## config.mk

```make
export PLATFORM = sky130hd
export DESIGN_NAME = df_sram_ctrl
export DESIGN_NICKNAME = d
export VERILOG_FILES = /design/src/rtl/df_sram_ctrl_pkg.sv /design/src/rtl/df_sram_ctrl_lane_gen.sv /design/src/rtl/df_sram_ctrl.sv
export SDC_FILE = /design/constraint.sdc
export NUM_CORES = 1
export LEC_CHECK = 0
export BUFFER_PORTS_ARGS = -buffer_cell sky130_fd_sc_hd__buf_2
export CAP_MARGIN = 40
export CORE_AREA = 2 2 92 94
export CTS_BUF_LIST = sky130_fd_sc_hd__clkbuf_4 sky130_fd_sc_hd__clkbuf_8
export DETAILED_ROUTE_END_ITERATION = 10
export DIE_AREA = 0 0 94 96
export PLACE_DENSITY_LB_ADDON = 0.3
export REMOVE_ABC_BUFFERS = 1
export SYNTH_ARGS = -nofsm -noshare
export SYNTH_HDL_FRONTEND = slang
export SYNTH_SLANG_ARGS = --single-unit
```

## constraint.sdc

```tcl
create_clock -name CLK -period 1.67 [get_ports CLK]
set_input_delay 0.0835 -clock CLK [delete_from_list [all_inputs] [get_ports CLK]]
set_output_delay 0.0835 -clock CLK [all_outputs]
set_load 0.03 [all_outputs]
```

## src/rtl/df_sram_ctrl_pkg.sv

```systemverilog
// df_pkg: shared state enum, memory-op codes, lane codes and op decode helpers for the DF-stage SRAM controller
package df_pkg;

    typedef enum logic {IDLE, WAIT} state_t;

    localparam logic [7:0] OP_NOP = 8'h00;
    localparam logic [7:0] OP_LB  = 8'he0;
    localparam logic [7:0] OP_LH  = 8'he1;
    localparam logic [7:0] OP_LW  = 8'he3;
    localparam logic [7:0] OP_LBU = 8'he4;
    localparam logic [7:0] OP_LHU = 8'he5;
    localparam logic [7:0] OP_SB  = 8'he8;
    localparam logic [7:0] OP_SH  = 8'he9;
    localparam logic [7:0] OP_SW  = 8'heb;

    localparam logic [1:0] LANE_NONE = 2'd0;
    localparam logic [1:0] LANE_B    = 2'd1;
    localparam logic [1:0] LANE_H    = 2'd2;
    localparam logic [1:0] LANE_W    = 2'd3;

    function automatic logic [1:0] op_lane(input logic [7:0] op);
        return (op == OP_LB || op == OP_LBU || op == OP_SB) ? LANE_B :
               (op == OP_LH || op == OP_LHU || op == OP_SH) ? LANE_H :
               (op == OP_LW || op == OP_SW)                 ? LANE_W : LANE_NONE;
    endfunction

    function automatic logic op_store(input logic [7:0] op);
        return op == OP_SB || op == OP_SH || op == OP_SW;
    endfunction

endpackage

```

## src/rtl/df_sram_ctrl_lane_gen.sv

```systemverilog
// df_lane_gen: active-low byte enables and lane-replicated write data from op width and address low bits
module df_lane_gen
    import df_pkg::*;
(
    input  logic [7:0]  op,
    input  logic [1:0]  addr_lo,
    input  logic [31:0] data,
    output logic [3:0]  be,
    output logic [31:0] wdata
);

    logic [1:0] lane;
    assign lane = op_lane(op);

    // Little-endian lane select; non-memory ops enable no bytes
    always_comb begin
        be    = lane == LANE_B ? ~(4'b0001 << addr_lo) :
                lane == LANE_H ? (addr_lo[1] ? 4'b0011 : 4'b1100) :
                lane == LANE_W ? 4'b0000 : 4'b1111;
        wdata = lane == LANE_B ? {4{data[7:0]}} :
                lane == LANE_H ? {2{data[15:0]}} : data;
    end

endmodule

```

## src/rtl/df_sram_ctrl.sv

```systemverilog
// df_sram_ctrl: DF-stage data-SRAM access controller with wait-state stalls; `DF_ADDR_EXC_EN adds misalignment exceptions
module df_sram_ctrl
    import df_pkg::*;
#(
    parameter int WAIT_CYCLES = 0
) (
    input  logic        CLK,
    input  logic        RST,
    input  logic        FLUSH,
    input  logic        STALL_DF,
    input  logic [7:0]  EX_ALU_OP,
    input  logic        EX_GPR_WE,
    input  logic [4:0]  EX_GPR_WADDR,
    input  logic [31:0] EX_GPR_WDATA,
    input  logic [31:0] EX_MEM_ADDR,
    input  logic [31:0] EX_MEM_WDATA,
    output logic        SRAM_CE,
    output logic        SRAM_WE,
    output logic [31:0] SRAM_ADDR,
    output logic [3:0]  SRAM_BE,
    output logic [31:0] SRAM_WDATA,
    output logic        STALLREQ_DF,
    output logic [7:0]  DF_ALU_OP,
    output logic        DF_GPR_WE,
    output logic [4:0]  DF_GPR_WADDR,
    output logic [31:0] DF_GPR_WDATA,
`ifdef DF_ADDR_EXC_EN
    output logic        DF_ADEL,
    output logic        DF_ADES,
`endif
    output logic [3:0]  DF_SRAM_DATA_BE
);

    localparam logic [3:0] CNT_INIT = WAIT_CYCLES == 0 ? 4'd0 : 4'(WAIT_CYCLES - 1);

    state_t     state, next_state;
    logic [3:0] cnt, next_cnt;
    logic [1:0] lane;
    logic [3:0] lane_be;
    logic       kill, store, misal, access, fsm_ce, fsm_stall;
    logic       stall_df_unused;

    // The stage hold needs no handling: an IDLE access simply re-issues and WAIT keeps counting
    assign stall_df_unused = STALL_DF;

    assign lane  = op_lane(EX_ALU_OP);
    assign store = op_store(EX_ALU_OP);
    assign kill  = RST || FLUSH;

`ifdef DF_ADDR_EXC_EN
    assign misal   = (lane == LANE_H && EX_MEM_ADDR[0]) || (lane == LANE_W && EX_MEM_ADDR[1:0] != 2'b00);
    assign DF_ADEL = !kill && misal && !store;
    assign DF_ADES = !kill && misal && store;
`else
    assign misal = 1'b0;
`endif

    assign access = lane != LANE_NONE && !misal;

    df_lane_gen u_lane (
        .op      (EX_ALU_OP),
        .addr_lo (EX_MEM_ADDR[1:0]),
        .data    (EX_MEM_WDATA),
        .be      (lane_be),
        .wdata   (SRAM_WDATA)
    );

    // State and wait counter register
    always_ff @(posedge CLK) begin
        if (RST) begin
            state <= IDLE;
            cnt   <= '0;
        end else begin
            state <= next_state;
            cnt   <= next_cnt;
        end
    end

    // Next state, counter and access/stall strobes; reset and flush abort any access
    always_comb begin
        next_state = state;
        next_cnt   = cnt;
        fsm_ce     = 1'b0;
        fsm_stall  = 1'b0;
        if (kill) begin
            next_state = IDLE;
            next_cnt   = '0;
        end else if (state == IDLE) begin
            fsm_ce = access;
            if (access && WAIT_CYCLES != 0) begin
                fsm_stall  = 1'b1;
                next_state = WAIT;
                next_cnt   = CNT_INIT;
            end
        end else begin
            fsm_ce     = access;
            fsm_stall  = cnt != 4'd0;
            next_cnt   = cnt != 4'd0 ? cnt - 4'd1 : cnt;
            next_state = cnt != 4'd0 ? WAIT : IDLE;
        end
    end

    assign SRAM_CE         = fsm_ce;
    assign SRAM_WE         = fsm_ce && store;
    assign SRAM_ADDR       = {EX_MEM_ADDR[31:2], 2'b00};
    assign SRAM_BE         = fsm_ce ? lane_be : 4'b1111;
    assign STALLREQ_DF     = fsm_stall;
    assign DF_ALU_OP       = kill ? OP_NOP : EX_ALU_OP;
    assign DF_GPR_WE       = EX_GPR_WE && !kill && !misal;
    assign DF_GPR_WADDR    = EX_GPR_WADDR;
    assign DF_GPR_WDATA    = EX_GPR_WDATA;
    assign DF_SRAM_DATA_BE = SRAM_BE;

endmodule
```

==> Word level (Yosys, flattened, before mapping) <==
Index checks and enable logic that the tools add are counted.
{ "word_totals": {"ram_bits": 0, "elab_cells": 48, "inputBits": 114, "ff_bits": 5, "latchBits": 0, "out_inout_bits": 121, "rom_bits": 0, "memories": 0} }
{ "op_classes": {"mul": 0, "n_eq_ne": 11, "n_bitwise": 2, "reduce_logical": 16, "shifts": 1, "add_sub_neg": 1, "div": 0, "n_lt_le_gt_ge": 0, "n_mux": 15} }
{ "ops": {"columns": ["op", "n"], "rows": [
  ["$eq A8 B8 Y1 const B", 8],
  ["$mux W32", 2],
  ["$mux W4", 5],
  ["$logic_or A1 B1 Y1", 8],
  ["$mux W8", 1],
  ["$mux W2", 3],
  ["$eq A2 B2 Y1 const B", 2],
  ["$mux W1", 4],
  ["$not A4 Y4", 1],
  ["$reduce_bool A4 Y1", 1],
  ["$shl A1 B2 Y4 const A", 1],
  ["$sub A4 B1 Y4 const B", 1],
  ["$reduce_or A3 Y1", 1],
  ["$eq A2 B1 Y1 const B", 1],
  ["$logic_and A1 B1 Y1", 2],
  ["$reduce_and A2 Y1", 1],
  ["$reduce_bool A2 Y1", 1],
  ["$reduce_or A2 Y1", 1],
  ["$logic_not A1 Y1", 1],
  ["$not A1 Y1", 1]
]} }

==> Longest topological paths before layout <==
{ "depth": {"depth_word": 10, "depth_mapped": 6, "mapped_depth_nobuf": 6} }

==> By module <==
From an unflattened synthesis, not the netlist that was laid out.
{ "unflattened": {"hier_cells": 188, "area_unflattened_um2": 1486.4} }
{ "by_module_without_submodules": {"columns": ["module", "n_inst", "area_per_inst_um2", "cells_each"], "rows": [
  ["df_sram_ctrl", 1, 924.6, 122],
  ["df_lane_gen", 1, 561.8, 66]
]} }

==> Least setup slack after synthesis <==
Ideal clock, no wire load.
{ "synth_timing": {"path_kind": "input-to-output", "from": "input port EX_ALU_OP[4]", "to": "output port SRAM_BE[2]", "setup_slack_ns": -0.180, "cell_stages": 5, "path_buffers": 2, "t_required_ns": 1.586, "arrival_time_ns": 1.767, "path_cell_list": "and4b_1 > nand2_1 > buf_2 > o311ai_1 > buf_4"} }
{ "synth_via": {"elab_chain_len": 10} }
{ "synth_rtl": {"columns": ["element", "line", "text"], "rows": [
  ["start, declared", "df_sram_ctrl.sv:11", "input logic [7:0] EX_ALU_OP,"],
  ["$eq A8 B8 Y1 (on tied branches)", "df_sram_ctrl_pkg.sv:24, df_sram_ctrl_pkg.sv:23", null],
  ["$logic_or A1 B1 Y1 (on tied branches)", "df_sram_ctrl_pkg.sv:24, df_sram_ctrl_pkg.sv:23", null],
  ["$mux W2 / $logic_or A1 B1 Y1 (equally long branches)", "df_sram_ctrl_pkg.sv:24, df_sram_ctrl_pkg.sv:23", null],
  ["$mux W2", "df_sram_ctrl_pkg.sv:23", "(op == OP_LH || op == OP_LHU || op == OP_SH) ? LANE_H :"],
  ["$mux W2 (*)", "df_sram_ctrl_pkg.sv:22", "return (op == OP_LB || op == OP_LBU || op == OP_SB) ? LANE_B :"],
  ["$eq A2 B2 Y1", "df_sram_ctrl_lane_gen.sv:19", "lane == LANE_W ? 4'b0000 : 4'b1111;"],
  ["$mux W4", "df_sram_ctrl_lane_gen.sv:19", null],
  ["$mux W4", "df_sram_ctrl_lane_gen.sv:18", "lane == LANE_H ? (addr_lo[1] ? 4'b0011 : 4'b1100) :"],
  ["$mux W4", "df_sram_ctrl_lane_gen.sv:17", "be = lane == LANE_B ? ~(4'b0001 << addr_lo) :"],
  ["$mux W4 (*)", "df_sram_ctrl.sv:106", "assign SRAM_BE = fsm_ce ? lane_be : 4'b1111;"],
  ["end, declared", "df_sram_ctrl.sv:20", "output logic [3:0] SRAM_BE,"]
]} }
Every way passes the cells marked *; elsewhere a longest branch is shown, timed or not.

==> Worst setup path in the final report <==
{ "layout_timing": {"from": "input port EX_ALU_OP[4]", "to": "output port SRAM_WDATA[11]"} }
{ "layout_via": {"elab_chain_len": 7} }
{ "layout_rtl": {"columns": ["element", "line", "text"], "rows": [
  ["$eq A8 B8 Y1 (on tied branches)", "df_sram_ctrl_pkg.sv:24, df_sram_ctrl_pkg.sv:23", null],
  ["$logic_or A1 B1 Y1 (on tied branches)", "df_sram_ctrl_pkg.sv:24, df_sram_ctrl_pkg.sv:23", null],
  ["$mux W2 / $logic_or A1 B1 Y1 (equally long branches)", "df_sram_ctrl_pkg.sv:24, df_sram_ctrl_pkg.sv:23", null],
  ["$mux W2", "df_sram_ctrl_pkg.sv:23", null],
  ["$mux W2 (*)", "df_sram_ctrl_pkg.sv:22", null],
  ["$eq A2 B1 Y1 (*)", "df_sram_ctrl_lane_gen.sv:20", "wdata = lane == LANE_B ? {4{data[7:0]}} :"],
  ["$mux W32 (*)", "df_sram_ctrl_lane_gen.sv:20", null],
  ["end, declared", "df_sram_ctrl.sv:21", "output logic [31:0] SRAM_WDATA,"]
]} }
Marked as above.

==> report_table.html <==
<table>
<tr><th>Metric</th><th>Value</th></tr>
<tr><th colspan="2">Placement</th></tr>
<tr><td>Detail Placement HPWL</td><td>around 5300 um</td></tr>
<tr><td>Pre-CTS WS</td><td>approximately 0.15 ns</td></tr>
<tr><td>Cell total after placement</td><td>303</td></tr>
<tr><td>Total cell area at the placement stage</td><td>between 0.001 and 0.0015 sq mm</td></tr>
<tr><td>Number of input and output port buffers inserted</td><td>between 90 and 100</td></tr>
<tr><td>Final weighted congestion in routability-driven placement</td><td>0.6657</td></tr>
<tr><th colspan="2">Route</th></tr>
<tr><td>Count of nets left with antenna violations after detail routing</td><td>0</td></tr>
<tr><td>Residual DRC count</td><td>0</td></tr>
<tr><td>Routed vias/inst</td><td>roughly 4.1</td></tr>
<tr><td>Total Routed Length</td><td>between 6000 and 7000 um</td></tr>
<tr><td>Average wire per standard cell</td><td>19.69 um</td></tr>
<tr><td>Vias</td><td>1,269</td></tr>
<tr><td>Initial DRC count</td><td>23</td></tr>
<tr><td>First-pass iteration count of the detailed router</td><td>2</td></tr>
<tr><th colspan="2">Synthesis</th></tr>
<tr><td>Mean instance size in the synthesized netlist</td><td>about 7.6 sq um</td></tr>
<tr><td>FF+latch count, synth</td><td>5</td></tr>
<tr><td>Synth Instances</td><td>roughly 180</td></tr>
<tr><td>Synthesized area</td><td>~0.0014 sq mm</td></tr>
<tr><td>Number of flops mapped to enable cells by yosys</td><td>0</td></tr>
<tr><td>Largest area contributor in the netlist</td><td>buf_4</td></tr>
<tr><td>Async SR Flop Fraction</td><td>0%</td></tr>
<tr><td>Number of distinct library cells after synthesis</td><td>31</td></tr>
<tr><td>Sequential-to-total area share from yosys stat</td><td>under 10%</td></tr>
<tr><td>Total of warnings raised by yosys</td><td>0</td></tr>
<tr><td>Flip-flop cell with the highest count after synthesis</td><td>dfxtp_1</td></tr>
<tr><td>Top cells by area in the synthesized netlist</td><td>buf_4, mux2_2, dfxtp_1, mux2i_1, and2_1</td></tr>
<tr><td>Yosys top cell area share</td><td>between 40% and 50%</td></tr>
<tr><th colspan="2">Clock network</th></tr>
<tr><td>CTS sink count</td><td>5</td></tr>
<tr><td>Clock latency of the later-clocked register in the worst-skew pair</td><td>0.22 ns</td></tr>
<tr><td>CTS Hold Buffers Added</td><td>0</td></tr>
<tr><td>Post-CTS repair timing setup buffer count</td><td>0</td></tr>
<tr><td>Clock H-tree levels</td><td>1</td></tr>
<tr><td>Master cell of the clock root buffer</td><td>clkbuf_8</td></tr>
<tr><td>Number of gates given a new drive strength after cts</td><td>0</td></tr>
<tr><td>Clock tree from TritonCTS</td><td>yes</td></tr>
<tr><td>Inserted Clock Buffers</td><td>3</td></tr>
<tr><td>Deepest clock path buffer count</td><td>2</td></tr>
<tr><th colspan="2">Setup path</th></tr>
<tr><td>Crit. Startpoint</td><td>EX_ALU_OP[4]</td></tr>
<tr><td>Max incr delay on CP</td><td>around 0.35 ns</td></tr>
<tr><td>Slack of the worst reg-to-reg path</td><td>0.34 ns</td></tr>
<tr><td>Capture point of the worst reg-to-reg path</td><td>cnt[1]$_SDFFE_PP0P_</td></tr>
<tr><td>Critical path launch point type</td><td>input pin</td></tr>
<tr><td>Crit-path most repeated cell</td><td>buf_2</td></tr>
<tr><td>CP cell instances</td><td>buf_2 &gt; and4b_1 &gt; nand2_1 &gt; buf_12 &gt; nor2_8 &gt; mux2_2 &gt; buf_2</td></tr>
<tr><td>Critical-path cell with the highest stage delay</td><td>mux2_2</td></tr>
<tr><td>Critical Path RT</td><td>1.59 ns</td></tr>
<tr><td>Peak fanout along the critical path</td><td>29</td></tr>
<tr><td>Type of the worst setup path</td><td>in2out</td></tr>
<tr><td>Endpoint kind of the worst setup timing path</td><td>primary output</td></tr>
<tr><td>Launch point of the worst reg-to-reg path</td><td>cnt[0]$_SDFFE_PP0P_</td></tr>
<tr><td>Data arrival at the endpoint of the critical path</td><td>1.41 ns</td></tr>
<tr><td>Number of cells on the worst reg-to-reg path</td><td>6</td></tr>
<tr><td>Destination of the critical timing path</td><td>SRAM_WDATA[11]</td></tr>
<tr><th colspan="2">Timing</th></tr>
<tr><td>Setup_tns</td><td>0 ns</td></tr>
<tr><td>Unrepaired setup endpoints after global routing</td><td>no</td></tr>
<tr><td>Final WS setup</td><td>around 0.18 ns</td></tr>
<tr><td>Max Slew Vio Count</td><td>0</td></tr>
<tr><td>Total of endpoints with negative setup slack in the final report</td><td>0</td></tr>
<tr><td>Number of hold-slack violations in the final timing report</td><td>0</td></tr>
<tr><td>Worst hold margin</td><td>0.1670 ns</td></tr>
<tr><td>Period utilisation layout</td><td>approximately nine tenths</td></tr>
<tr><td>Min Tclk post-route</td><td>about 1.5 ns</td></tr>
<tr><td>Clock skew after layout</td><td>0.006219 ns</td></tr>
<tr><td>Maximum achievable frequency</td><td>between 0.6 and 0.7 GHz</td></tr>
<tr><th colspan="2">Cells and area</th></tr>
<tr><td>Util after Layout</td><td>18.03%</td></tr>
<tr><td>Area Overhead vs Synth</td><td>5.550%</td></tr>
<tr><td>Number of diodes added for antenna fixing</td><td>0</td></tr>
<tr><td>Post-layout instance count excluding filler cells</td><td>307</td></tr>
<tr><td>Final cell area excluding filler cells</td><td>0.001451 sq mm</td></tr>
<tr><td>Layout Nets</td><td>318</td></tr>
<tr><td>Share of post-route cells with drive strength above 1</td><td>approximately three fifths</td></tr>
<tr><th colspan="2">Global route</th></tr>
<tr><td>Largest net degree at the start of global routing</td><td>30</td></tr>
<tr><td>Global-route wire length before repair</td><td>7783 um</td></tr>
<tr><td>Initial antenna violation count</td><td>0</td></tr>
<tr><td>Total global routing track utilization</td><td>between 10% and 20%</td></tr>
<tr><td>Number of global-route vias before repair</td><td>between 1,000 and 1,500</td></tr>
<tr><td>GR Overflow Total</td><td>0</td></tr>
<tr><th colspan="2">Floorplan</th></tr>
<tr><td>Die outline area</td><td>roughly 0.009 sq mm</td></tr>
<tr><td>Core ar.</td><td>0.008051 sq mm</td></tr>
<tr><td>Cell Rows</td><td>33</td></tr>
<tr><td>Initial core utilization</td><td>between 10% and 20%</td></tr>
<tr><td>Die H</td><td>about 96 um</td></tr>
<tr><td>Top-level I/O count</td><td>235</td></tr>
<tr><td>Width of the die</td><td>between 90 and 100 um</td></tr>
<tr><th colspan="2">Power and ir drop</th></tr>
<tr><td>Maximum vdd ir drop</td><td>278.8 uV</td></tr>
<tr><td>Power density over the cells</td><td>around 460 mW/mm^2</td></tr>
<tr><td>Overall power consumption</td><td>0.6667 mW</td></tr>
<tr><td>Leak</td><td>roughly 0.76 nW</td></tr>
<tr><th colspan="2">Job</th></tr>
<tr><td>Max-cap viol count</td><td>0</td></tr>
<tr><th colspan="2">Min path</th></tr>
<tr><td>Hold Crit Class</td><td>in2out</td></tr>
<tr><th colspan="2">Status</th></tr>
<tr><td>Status</td><td>finished clean</td></tr>
</table>
[state kept, by name, summed over array words and instances (netlist names)]
name / count
cnt: 4
state: 1
[worst min-delay path by stage]
| stage | startpoint | slack [ns] | depth (start not counted) | to |
|---|---|---|---|---|
| floorplan | EX_GPR_WADDR[0] | 0.17 | 0 | DF_GPR_WADDR[0] |
| global placement | EX_GPR_WDATA[12] | 0.17 | 0 | DF_GPR_WDATA[12] |
| detailed placement | EX_GPR_WDATA[12] | 0.17 | 0 | DF_GPR_WDATA[12] |
| CTS | EX_GPR_WDATA[12] | 0.17 | 0 | DF_GPR_WDATA[12] |
| global route | EX_MEM_ADDR[7] | 0.17 | 0 | SRAM_ADDR[7] |
| finish | EX_MEM_ADDR[31] | 0.17 | 0 | SRAM_ADDR[31] |
[synth_stat cells (2+ instances only)]
master / count
dfxtp_1: 5
a21oi_1: 5
mux2i_1: 8
buf_4: 82
nor2_1: 10
buf_2: 2
inv_1: 3
mux2_2: 16
nand2_1: 10
o21ai_0: 10
and2_1: 10
[cell usage in the layout (no fill, tap or decap), types with 2 or more instances in the layout]
cell	instances
a21oi_1	5
inv_1	3
o21ai_0	10
and2_1	10
buf_2	97
conb_1	2
nor2_1	10
buf_4	4
dfxtp_1	5
mux2i_1	8
mux2_2	16
clkbuf_8	3
nand2_1	10
[worst max-delay path, delay by kind of cell]
family                 cells  cell delay [ns]
buffers and inverters      3             0.45
muxes                      1             0.35
and+or+nand+nor            3             0.51
[final cells by class]
class | count | area, sq um
Sequential cell | 5 | 100.1
Timing Repair Buffer | 102 | 535.5
Fill cell | 925 | 6600
Tap cell | 105 | 131.4
Multi-Input combinational cell | 88 | 626.9
Clock inverter | 1 | 5.005
Clock buffer | 3 | 41.29
Inverter | 3 | 11.26
[metal layers]
metal	share of wire [%]	GRT usage, %	up-vias
li1	-	-	558
met1	27	9.845	519
met2	42	18.87	166
met3	24	11.43	24
met4	6.9	8.333	2
met5	0.69	3.571	-
[logic make-up (layout without fill, tap and decap cells)]
kind of cell | count (synthesis) | count (layout) | synth area share (%)
buf+inv | 89 | 109 | 47.41
simple gates | 40 | 40 | 16.02
mux | 24 | 24 | 18.93
compound gates | 20 | 20 | 8.554
flops | 5 | 5 | 7.280
fa+ha+maj | 1 | 1 | 0.9098
other cells | 1 | 2 | 0.2727
xor+xnor | 1 | 1 | 0.6371
[report_power, final]
part	internal [mW]	switching, mW
registers	0.120	0
logic	0.118	0.203
clock network	0.161	0.0648
total	0.399	0.268
(Power assumes the default switching activity.)
